<file path="config.mk">
export PLATFORM = sky130hd
export DESIGN_NAME = radix8_result_writeback_flat
export DESIGN_NICKNAME = d
export VERILOG_FILES = /design/src/rtl/radix8_result_writeback_if.sv /design/src/rtl/radix8_result_writeback.sv /design/src/flat_wrapper.sv
export SDC_FILE = /design/constraint.sdc
export NUM_CORES = 1
export LEC_CHECK = 0
export CAP_MARGIN = 15
export CORE_MARGIN = 5
export CORE_UTILIZATION = 42
export CTS_BUF_LIST = sky130_fd_sc_hd__clkbuf_4
export DETAILED_ROUTE_END_ITERATION = 10
export PLACE_DENSITY = 0.64
export SYNTH_ARGS = -nofsm -noshare
export SYNTH_HDL_FRONTEND = slang
export SYNTH_SLANG_ARGS = --single-unit
</file>
<file path="constraint.sdc">
create_clock -name clk -period 13.1 [get_ports clk]
set_input_delay 1.965 -clock clk [delete_from_list [all_inputs] [get_ports clk]]
set_output_delay 1.965 -clock clk [all_outputs]
set_load 0.1 [all_outputs]
</file>
<file path="src/rtl/radix8_result_writeback_if.sv">
// Butterfly-bundle input and coefficient-memory write port bundle for radix8_result_writeback.
// slave is the writeback block's view; master is the producer/memory side.
interface radix8_result_writeback_if #(
  parameter int unsigned Width     = 16,
  parameter int unsigned AddrWidth = 10
);
  logic                   in_valid;
  logic                   in_ready;
  logic [8*Width-1:0]     in_data;
  logic [AddrWidth-1:0]   in_base_addr;
  logic [AddrWidth-1:0]   in_stride;
  logic                   in_select;
  logic                   wr_en;
  logic                   wr_ready;
  logic [AddrWidth-1:0]   wr_addr;
  logic [Width-1:0]       wr_data;
  logic                   bundle_done;
  logic                   busy;
  logic [15:0]            bundle_count;

  modport master (
    output in_valid, in_data, in_base_addr, in_stride, in_select, wr_ready,
    input  in_ready, wr_en, wr_addr, wr_data, bundle_done, busy, bundle_count
  );

  modport slave (
    input  in_valid, in_data, in_base_addr, in_stride, in_select, wr_ready,
    output in_ready, wr_en, wr_addr, wr_data, bundle_done, busy, bundle_count
  );
endinterface

</file>
<file path="src/rtl/radix8_result_writeback.sv">
// Buffers 8-word radix-8 butterfly bundles in a 2-entry ping-pong store and drains them
// word by word to a coefficient RAM. Optional INTT n^-1 scaling: RADIX8_WB_INTT_SCALE_EN.
module radix8_result_writeback #(
  parameter int unsigned Width     = 16,
  parameter int unsigned AddrWidth = 10,
  parameter int unsigned Q         = 7681,
  parameter int unsigned NInv      = 7651
) (
  input logic                      clk,
  input logic                      rst_n,
  radix8_result_writeback_if.slave bus
);

  typedef enum logic [0:0] {StIdle, StDrain} state_e;

  state_e                 state_q;
  logic [1:0]             occ_q, occ_d;
  logic                   wr_ptr_q, rd_ptr_q;
  logic [2:0]             k_q;
  logic                   in_ready_q;
  logic                   done_q;
  logic [15:0]            count_q;
  logic [8*Width-1:0]     data_q   [2];
  logic [AddrWidth-1:0]   base_q   [2];
  logic [AddrWidth-1:0]   stride_q [2];
  logic                   sel_q    [2];

  logic                   accept;
  logic                   wr_fire;
  logic                   last_fire;
  logic                   draining;
  logic [Width-1:0]       word;
  logic [Width-1:0]       out_data;

  always_comb begin
    draining  = (state_q == StDrain);
    accept    = bus.in_valid && in_ready_q;
    wr_fire   = draining && bus.wr_ready;
    last_fire = wr_fire && (k_q == 3'd7);
    occ_d     = occ_q;
    if (accept && !last_fire) begin
      occ_d = occ_q + 2'd1;
    end else if (!accept && last_fire) begin
      occ_d = occ_q - 2'd1;
    end
  end

  always_ff @(posedge clk or negedge rst_n) begin
    if (!rst_n) begin
      state_q     <= StIdle;
      occ_q       <= 2'd0;
      wr_ptr_q    <= 1'b0;
      rd_ptr_q    <= 1'b0;
      k_q         <= 3'd0;
      in_ready_q  <= 1'b0;
      done_q      <= 1'b0;
      count_q     <= 16'd0;
      data_q[0]   <= '0;
      data_q[1]   <= '0;
      base_q[0]   <= '0;
      base_q[1]   <= '0;
      stride_q[0] <= '0;
      stride_q[1] <= '0;
      sel_q[0]    <= 1'b0;
      sel_q[1]    <= 1'b0;
    end else begin
      occ_q      <= occ_d;
      // Registered from next occupancy, so a freeing full buffer raises in_ready a cycle later.
      in_ready_q <= (occ_d < 2'd2);
      done_q     <= last_fire;
      if (accept) begin
        data_q[wr_ptr_q]   <= bus.in_data;
        base_q[wr_ptr_q]   <= bus.in_base_addr;
        stride_q[wr_ptr_q] <= bus.in_stride;
        sel_q[wr_ptr_q]    <= bus.in_select;
        wr_ptr_q           <= ~wr_ptr_q;
      end
      // 3-bit counter wraps 7 -> 0 on the final word of a bundle.
      if (wr_fire) begin
        k_q <= k_q + 3'd1;
      end
      if (last_fire) begin
        rd_ptr_q <= ~rd_ptr_q;
        count_q  <= count_q + 16'd1;
      end
      unique case (state_q)
        StIdle:  if (occ_d != 2'd0) state_q <= StDrain;
        StDrain: if (last_fire && (occ_d == 2'd0)) state_q <= StIdle;
        default: state_q <= StIdle;
      endcase
    end
  end

  always_comb begin
    word = data_q[rd_ptr_q][32'(k_q)*Width +: Width];
  end

`ifdef RADIX8_WB_INTT_SCALE_EN
  logic [2*Width-1:0] prod;
  logic [Width-1:0]   scaled;

  always_comb begin
    prod     = {{Width{1'b0}}, word} * (2*Width)'(NInv);
    scaled   = Width'(prod % (2*Width)'(Q));
    out_data = sel_q[rd_ptr_q] ? scaled : word;
  end
`else
  logic unused_cfg;

  assign unused_cfg = ^{32'(Q), 32'(NInv), sel_q[0], sel_q[1]};

  always_comb begin
    out_data = word;
  end
`endif

  always_comb begin
    bus.in_ready     = in_ready_q;
    bus.wr_en        = draining;
    bus.wr_addr      = draining ? base_q[rd_ptr_q] + AddrWidth'(k_q) * stride_q[rd_ptr_q] : '0;
    bus.wr_data      = draining ? out_data : '0;
    bus.bundle_done  = done_q;
    bus.busy         = (occ_q != 2'd0);
    bus.bundle_count = count_q;
  end

endmodule

</file>
<file path="src/flat_wrapper.sv">
// flat-port wrapper written by rule: the top's interface ports become plain ports
module radix8_result_writeback_flat 
#(
  parameter int unsigned Width     = 16,
  parameter int unsigned AddrWidth = 10,
  parameter int unsigned Q         = 7681,
  parameter int unsigned NInv      = 7651
)
  (clk, rst_n, bus_in_valid, bus_in_data, bus_in_base_addr, bus_in_stride, bus_in_select, bus_wr_ready, bus_in_ready, bus_wr_en, bus_wr_addr, bus_wr_data, bus_bundle_done, bus_busy, bus_bundle_count);
  radix8_result_writeback_if #(.Width(Width), .AddrWidth(AddrWidth)) bus_i ();
  input logic clk;
  input logic rst_n;
  input wire logic [$bits(bus_i.in_valid)-1:0] bus_in_valid;
  input wire logic [$bits(bus_i.in_data)-1:0] bus_in_data;
  input wire logic [$bits(bus_i.in_base_addr)-1:0] bus_in_base_addr;
  input wire logic [$bits(bus_i.in_stride)-1:0] bus_in_stride;
  input wire logic [$bits(bus_i.in_select)-1:0] bus_in_select;
  input wire logic [$bits(bus_i.wr_ready)-1:0] bus_wr_ready;
  output wire logic [$bits(bus_i.in_ready)-1:0] bus_in_ready;
  output wire logic [$bits(bus_i.wr_en)-1:0] bus_wr_en;
  output wire logic [$bits(bus_i.wr_addr)-1:0] bus_wr_addr;
  output wire logic [$bits(bus_i.wr_data)-1:0] bus_wr_data;
  output wire logic [$bits(bus_i.bundle_done)-1:0] bus_bundle_done;
  output wire logic [$bits(bus_i.busy)-1:0] bus_busy;
  output wire logic [$bits(bus_i.bundle_count)-1:0] bus_bundle_count;
  assign bus_i.in_valid = bus_in_valid;
  assign bus_i.in_data = bus_in_data;
  assign bus_i.in_base_addr = bus_in_base_addr;
  assign bus_i.in_stride = bus_in_stride;
  assign bus_i.in_select = bus_in_select;
  assign bus_i.wr_ready = bus_wr_ready;
  assign bus_in_ready = bus_i.in_ready;
  assign bus_wr_en = bus_i.wr_en;
  assign bus_wr_addr = bus_i.wr_addr;
  assign bus_wr_data = bus_i.wr_data;
  assign bus_bundle_done = bus_i.bundle_done;
  assign bus_busy = bus_i.busy;
  assign bus_bundle_count = bus_i.bundle_count;
  radix8_result_writeback #(.Width(Width), .AddrWidth(AddrWidth), .Q(Q), .NInv(NInv)) u_core (.clk(clk), .rst_n(rst_n), .bus(bus_i));
endmodule
</file>
# Word level (Yosys, flattened, before mapping)
# Cells that the tools add are included.
# totals
out_inout_bits	46
word_cells	66
register_bits	322
# op_classes
muxes	23
add_sub_neg	5
n_bitwise	5
order_cmp	4
n_reduce_logical	12
eq_ne	1
n_shift	1
n_mul	1
# ops
op	n
128-bit 2-to-1 mux	4
256-bit bitwise mux	1
128-bit demux with 1-bit select	1
128-bit by 8-bit variable part select with 16-bit output	1
10-bit 2-to-1 mux	8
20-bit bitwise mux	2
16-bit by 1-bit adder with 16-bit output, second input constant	1
16-bit 2-to-1 mux	1
10-bit adder	1
10-bit demux with 1-bit select	1
3-bit by 10-bit multiplier with 10-bit output	1
1-bit logical AND	7
2-bit greater-or-equal comparator, second input constant	2
2-bit 2-to-1 mux	2
1-bit inverter with 2-bit output	2
2-bit nonzero test	2
3-bit by 1-bit adder with 3-bit output, second input constant	1
3-bit equality test, second input constant	1
1-bit inverter	3
2-bit by 1-bit adder with 2-bit output, second input constant	1
1-bit logical NOT	2
2-bit logical NOT	1
2-bit by 1-bit less-than comparator with 1-bit output, second input constant	1
2-bit less-than comparator, second input constant	1
3 further kinds	4

# Longest topological paths before layout
# Gate-level depths: netlist of run 1.
# depth
ltp_word	9
mapped_depth	16
mapped_depth_nobuf	13

# Least setup slack after synthesis of run 1
# No wires, ideal clock.
# synth_timing
path_type	reg2out
startpoint	register u_core.k_q[0]
endpoint	output bus_wr_addr[3]
arrival_time_ns	5.133
path_stages_with_launch	12
path_slack_ns	6.002
path_cell_list	dfrtp_1 buf_2 buf_1 clkbuf_1 nand2b_1 fa_1 inv_1 fa_1 inv_1 fa_1 nor2b_1 nor3b_1
# synth_between
elab_chain_len	3
# synth_rtl
element	line	rtl
start, declared	radix8_result_writeback.sv:19	logic [2:0] k_q;
start signal, assigned	radix8_result_writeback.sv:80	k_q <= k_q + 3'd1;
3-bit by 10-bit multiplier with 10-bit output	radix8_result_writeback.sv:120	bus.wr_addr = draining ? base_q[rd_ptr_q] + AddrWidth'(k_q) * stride_q[rd_ptr_q] : '0;
10-bit adder	radix8_result_writeback.sv:120	
10-bit 2-to-1 mux	radix8_result_writeback.sv:120	
end, declared	flat_wrapper.sv:21	output wire logic [$bits(bus_i.wr_addr)-1:0] bus_wr_addr;
# No other way between the ends.

# Worst setup path after layout of run 1
# layout_timing
startpoint	register u_core.rd_ptr_q
endpoint	output bus_wr_addr[9]
# layout_between
elab_chain_len	7
elab_cells_between_ends	10
# layout_rtl
element	line	rtl
start, declared	radix8_result_writeback.sv:18	logic wr_ptr_q, rd_ptr_q;
start signal, assigned	radix8_result_writeback.sv:83	rd_ptr_q <= ~rd_ptr_q;
1-bit inverter with 2-bit output (not written as such) *	radix8_result_writeback.sv:120	
10-bit 2-to-1 mux (not written as such) (3 in a row)	radix8_result_writeback.sv:120	
3-bit by 10-bit multiplier with 10-bit output	radix8_result_writeback.sv:120	
10-bit adder *	radix8_result_writeback.sv:120	
10-bit 2-to-1 mux *	radix8_result_writeback.sv:120	
# Every way passes the cells marked *; elsewhere a longest branch is shown, timed or not. The select of a mux whose other input is x is not followed.

==> key figures, run 1 <==
Clock network
  – Clk buf depth: 3
  – CTS clk-pin slew, worst paths: 0.06 ns
  – # resized after CTS: 0
  – Post-CTS Setup Bufs: 0
  – Hold buffers post-CTS: 0
  – Clock Tree Root: clkbuf_4
  – H-tree depth: 3
  – Worst-skew pair later-pin latency: 0.74 ns
  – CTS sink cnt: 322
  – Num CTS Buffers: 91
  – CTS tree: yes

GRT
  – GRT Overall Usage: 0.185
  – First-pass GRT wire length: 58,100 um
  – Antenna violations before repair: 6
  – Gr ovfl total: 0
  – Number of global-route vias before repair: 10,200
  – Pin count of the biggest net entering global routing: 102

Critical path
  – Slowest cell on crit path: clkdlybuf4s50_1
  – CP peak stage delay: 1.15 ns
  – Max Fanout on Critical Path: 42
  – Worst Path Arrival: 6.00 ns
  – Data required, critical path: 11.14 ns
  – Crit path from: u_core.rd_ptr_q
  – R2R Setup Slk: 9.85 ns
  – RR Startpoint: u_core.bus.in_ready
  – Critical path cell sequence: buf_4 -> mux2i_1 -> nor2b_1 -> fa_1 -> inv_1 -> fa_1 -> inv_1 -> ha_1 -> o21ai_0 -> a21oi_1 -> o41ai_1 -> xnor2_1 -> and2_1 -> clkdlybuf4s50_1
  – Depth of the worst register-to-register path: 5
  – Crit Reg-Reg Endpoint: u_core.data_q[167]
  – CP Class: reg -> out
  – Setup crit end kind: output port
  – Startpoint types: flip-flop

STA
  – Final Max Tran Viols: 0
  – Post-layout min period: 7.96 ns
  – Max Clk Rate: 126 MHz
  – Least-Margin Pin Slew: 1.09 ns
  – Final hold vios: 0
  – Final setup TNS: 0 ns
  – Crit share post-route: 0.608
  – Final number of setup-violating endpoints: 0
  – RSZ-0062 raised after global routing: false
  – PnR worst setup slack: 5.14 ns
  – Slew HR: 0.272
  – Clock Skew: 0.0376 ns

Synthesis
  – EDFF count, synth: 0
  – Fraction of the mapped netlist area in simple logic gates: 0.0350
  – FFs w/ async S/R, synth: 1.00
  – Post-synth net total: 1,168
  – Ys Warns: 0
  – Syn avg cell area: 15.4 um^2
  – Main combinational cell family by area after synthesis: multiplexers
  – Top cell type by total area after synthesis: dfrtp_1
  – Mapped Area: 15,200 um^2
  – Flops & latches, synth: 322
  – Synth Area in Adders: 0.0321
  – Largest cells by area after synthesis: dfrtp_1 (53%), mux2_2 (23%), mux4_2 (12%), fa_1 (2.0%), ha_1 (1.2%)
  – Library cells used by synthesis: 33
  – Seq/Total Area, Yosys: 0.530
  – Post-synth top area share: 0.530
  – Compound-gate portion of the synthesized area: 0.00634
  – Post-Synthesis Cells: 985
  – Mux contribution to synthesized area: 0.354
  – Top FF cell, synth: dfrtp_1
  – Synth Area in XOR/XNOR: 0.0161

Hold path
  – WHS Endpoint: u_core.bus.bundle_count[15]
  – HP Class: reg -> reg
  – Worst hold path depth: 1
  – HP Start: u_core.bus.bundle_count[15]

Detailed routing
  – DR pass1 iterations: 4
  – Vias: 9,069
  – Total routed wirelength: 36,300 um
  – Post-DR wirelength/cell: 20.8 um
  – Vias per inst: 5.19
  – DR DRC count: 0
  – Iteration-0 DRC Markers: 305
  – Post-DRT Antenna Nets: 0

Floorplan
  – Die Height: 200 um
  – Die W: 200 um
  – Core ar.: 35,700 um^2
  – # IOs: 199
  – Row count: 69
  – Die area: 40,100 um^2
  – Starting Density: 0.426

Placement
  – Post-Place Setup Slack: 5.84 ns
  – IO Port Bufs: 197
  – GPL Wtd Cong: 0.773
  – HPWL after detailed placement: 24,200 um

Final layout
  – Area Overhead vs Synth: 23.1%
  – Share of layout cells above drive strength 1: 0.424
  – Final core occ: 0.525
  – Filler cell count: 3,126
  – Nets: 1,409

Outcome
  – Run status: complete, no violations

Job
  – Max-Cap Viols: 0
critical path, delay by kind of cell (launching register included):
kind / cells / cell delay (ns)
buffers and inverters: 4 / 1.99
adder cells (fa/ha/maj): 3 / 1.33
AO/OA/AOI/OAI: 3 / 0.57
flip-flops: 1 / 0.57
multiplexers: 1 / 0.39
AND/OR/NAND/NOR: 2 / 0.27
XOR/XNOR: 1 / 0.16
per-layer routing:
| metal | share of wire | GRT usage | wire length [um] | vias to the layer above |
|---|---|---|---|---|
| li1 | - | - | - | 4105 |
| met1 | 0.43 | 0.241 | 15700 | 4719 |
| met2 | 0.49 | 0.302 | 17900 | 184 |
| met3 | 0.056 | 0.0563 | 2040 | 53 |
| met4 | 0.016 | 0.0553 | 579 | 8 |
| met5 | 0.0015 | 0 | 55 | - |
cells by family after synthesis:
group	count (synthesis)
AO/OA/AOI/OAI	17
XOR/XNOR	28
adder cells (fa/ha/maj)	30
buffers and inverters	92
flip-flops	322
multiplexers	399
AND/OR/NAND/NOR	97
cell usage after synthesis (11+ instances only):
| cell type | n |
|---|---|
| fa_1 | 15 |
| mux2_2 | 305 |
| dfrtp_1 | 322 |
| nor2b_1 | 21 |
| ha_1 | 15 |
| mux4_2 | 80 |
| xnor2_1 | 20 |
| clkbuf_1 | 28 |
| and2_1 | 23 |
| mux2i_1 | 14 |
| inv_1 | 31 |
| buf_2 | 17 |
| buf_1 | 11 |
| nand2_1 | 19 |
per-stage QoR:
step	hold slack, ns	area, um^2	std cells
floorplan	0.461	15200	985
global placement	0.456	17600	1594
detailed placement	0.461	17600	1594
CTS	0.469	18700	1745
global route	0.509	18700	1747
finish	0.466	18700	1749
cell type report:
| class | count | area [um^2] | share of cell area |
|---|---|---|---|
| antenna | 4 | 10.0 | 0.000535 |
| sequential | 322 | 8070 | 0.431 |
| clock buffer | 139 | 1040 | 0.0558 |
| multi-input combinational | 571 | 6750 | 0.361 |
| inverter | 31 | 116 | 0.00622 |
| clock inverter | 12 | 75.1 | 0.00401 |
| timing repair buffer | 209 | 2070 | 0.110 |
| tap | 461 | 577 | 0.0308 |
worst max-delay path by stage:
stage                      to
2_1_floorplan  bus_wr_addr[3]
3_3_place_gp   bus_wr_addr[9]
3_5_place_dp   bus_wr_addr[9]
4_1_cts        bus_wr_addr[9]
5_1_grt        bus_wr_addr[9]
6_report       bus_wr_addr[9]
placed cells by master (no fill, tap or decap), types with 5 or more instances in the layout:
master             n
dfrtp_1          320
fa_1              15
xnor2_1           20
nand2_1           19
nor2_1            10
ha_1              15
nor2b_1           21
xor2_1             8
clkinv_1           8
mux2i_1           14
nand2b_1           5
clkbuf_4         139
inv_1             31
clkdlybuf4s50_1  196
a21oi_1            9
mux2_2           305
and2_1            23
mux4_2            80
buf_4             12
state kept, by name, summed over array words and instances (netlist names):
signal                   count
u_core.wr_ptr_q              1
u_core.bus.in_ready          1
u_core.occ_q                 2
u_core.stride_q             20
u_core.data_q              256
u_core.bus.wr_en             1
u_core.k_q                   3
u_core.bus.bundle_count     16
u_core.base_q               20
u_core.bus.bundle_done       1
u_core.rd_ptr_q              1
Power of run 1 is not shown: default switching activity piles up to over one toggle a cycle in this logic, so the estimate is an artifact.
==> run 2: changes to the inputs <==
==> constraint.sdc (replaced) <==
create_clock -name clk -period 7.5 [get_ports clk]
set_input_delay 1.125 -clock clk [delete_from_list [all_inputs] [get_ports clk]]
set_output_delay 1.125 -clock clk [all_outputs]
set_load 0.1 [all_outputs]
==> run 2 against run 1 <==
Against the previous run: cell area up 0.39%; via count up 0.93%; die area unchanged; setup slack worse by 4.2 ns; global-route usage down 0.15 points; register-to-register slack worse by 5.1 ns; critical path type unchanged.
==> key figures, run 2 (synthesis gave the netlist of run 1 again) <==
GRT
  – Number of global-route vias before repair: 9,921
  – Pin count of the biggest net entering global routing: 80
  – First-pass GRT wire length: 57,500 um
  – Antenna violations before repair: 7
  – GRT Overall Usage: 0.184
  – Gr ovfl total: 0

Placement
  – HPWL after detailed placement: 24,700 um
  – GPL Wtd Cong: 0.811
  – IO Port Bufs: 197

Clock network
  – # resized after CTS: 0
  – CTS tree: yes
  – Hold buffers post-CTS: 0
  – Worst-skew pair later-pin latency: 0.76 ns
  – Num CTS Buffers: 91
  – Clk buf depth: 3
  – CTS sink cnt: 322
  – CTS clk-pin slew, worst paths: 0.07 ns
  – H-tree depth: 3
  – Clock Tree Root: clkbuf_4
  – Post-CTS Setup Bufs: 0

Final layout
  – Max FFs per register: 256
  – Area Overhead vs Synth: 23.6%
  – Largest Register: u_core.data_q
  – Most frequent cells in the layout: dfrtp_1 (320), mux2_2 (305), clkdlybuf4s50_1 (195), clkbuf_4 (141), mux4_2 (80)
  – Final core occ: 0.527
  – Commonest non-fill, non-tap cell in the layout: dfrtp_1
  – Largest regs: u_core.data_q (256), u_core.base_q (20), u_core.stride_q (20)
  – Nets: 1,410
  – Share of layout cells above drive strength 1: 0.425

STA
  – Final setup TNS: 0 ns
  – Post-layout min period: 6.58 ns
  – Clock Skew: 0.0232 ns
  – Crit share post-route: 0.878
  – Hold Slack: 0.343 ns
  – Final hold vios: 0
  – Least-Margin Pin Slew: 1.07 ns
  – Final Max Tran Viols: 0
  – Max Clk Rate: 152 MHz
  – Final number of setup-violating endpoints: 0
  – RSZ-0062 raised after global routing: false
  – Slew HR: 0.284

Floorplan
  – Row count: 69
  – Die W: 200 um
  – # IOs: 199
  – Die area: 40,100 um^2
  – Core ar.: 35,700 um^2
  – Starting Density: 0.426
  – Die Height: 200 um

Critical path
  – Setup crit end kind: output port
  – Max Fanout on Critical Path: 42
  – CP Class: reg -> out
  – Worst Path Arrival: 5.46 ns
  – Depth of the worst register-to-register path: 6
  – Data required, critical path: 6.38 ns
  – RR Startpoint: u_core.bus.wr_en
  – R2R Setup Slk: 4.77 ns
  – Crit Reg-Reg Endpoint: u_core.bus.bundle_count[12]
  – Startpoint types: flip-flop

Detailed routing
  – DR DRC count: 0
  – Post-DR wirelength/cell: 20.7 um
  – Post-DRT Antenna Nets: 0
  – Vias per inst: 5.19
  – Total routed wirelength: 36,500 um
  – Iteration-0 DRC Markers: 284
  – Vias: 9,153
  – DR pass1 iterations: 4

Outcome
  – Run status: complete, no violations

Job
  – Max-Cap Viols: 0

Hold path
  – HP Class: in -> async
==> run 2: cell type report <==
class                      count  area [um^2]
tap                          461          577
multi-input combinational    571         6750
inverter                      31          116
timing repair buffer         210         2070
sequential                   322         8070
antenna                        1         2.50
clock buffer                 141         1060
clock inverter                25          136
fill                        3078        16900
==> run 2: through the flow <==
step / instances / cell area (um^2) / worst slack [ns]
3_3_place_gp: 1595 / 17600 / 1.63
6_report: 1762 / 18800 / 0.917
4_1_cts: 1761 / 18800 / 0.759
3_5_place_dp: 1595 / 17600 / 1.61
5_1_grt: 1762 / 18800 / 0.548
2_1_floorplan: 985 / 15200 / 1.24
==> run 2: layer usage <==
metal | global-route usage | part of all wire | vias to the layer above | wire length (um)
li1 | - | - | 4120 | -
met1 | 0.240 | 0.43 | 4734 | 15800
met2 | 0.300 | 0.49 | 229 | 17700
met3 | 0.0527 | 0.062 | 62 | 2260
met4 | 0.0558 | 0.019 | 8 | 683
met5 | 0 | 0.0017 | - | 61
==> run 2: worst max-delay path by stage <==
stage	startpoint	endpoint	slack [ns]
6_report	u_core.rd_ptr_q	bus_wr_addr[7]	0.92
5_1_grt	u_core.rd_ptr_q	bus_wr_addr[7]	0.55
2_1_floorplan	u_core.k_q[0]	bus_wr_addr[3]	1.24
3_3_place_gp	u_core.rd_ptr_q	bus_wr_addr[7]	1.63
4_1_cts	u_core.rd_ptr_q	bus_wr_addr[7]	0.76
3_5_place_dp	u_core.rd_ptr_q	bus_wr_addr[7]	1.61
==> run 2: worst max-delay path: stages, from the launching register on <==
cell	delay (ns)
dfrtp_4	0.57
buf_4	0.73
mux2_2	0.43
fa_1	0.52
inv_1	0.07
fa_1	0.44
nor2b_1	0.17
o21ai_0	0.12
a21oi_1	0.24
or3_1	0.14
and3_1	0.14
clkdlybuf4s50_1	1.14
Power of run 2 is left out for the same reason.
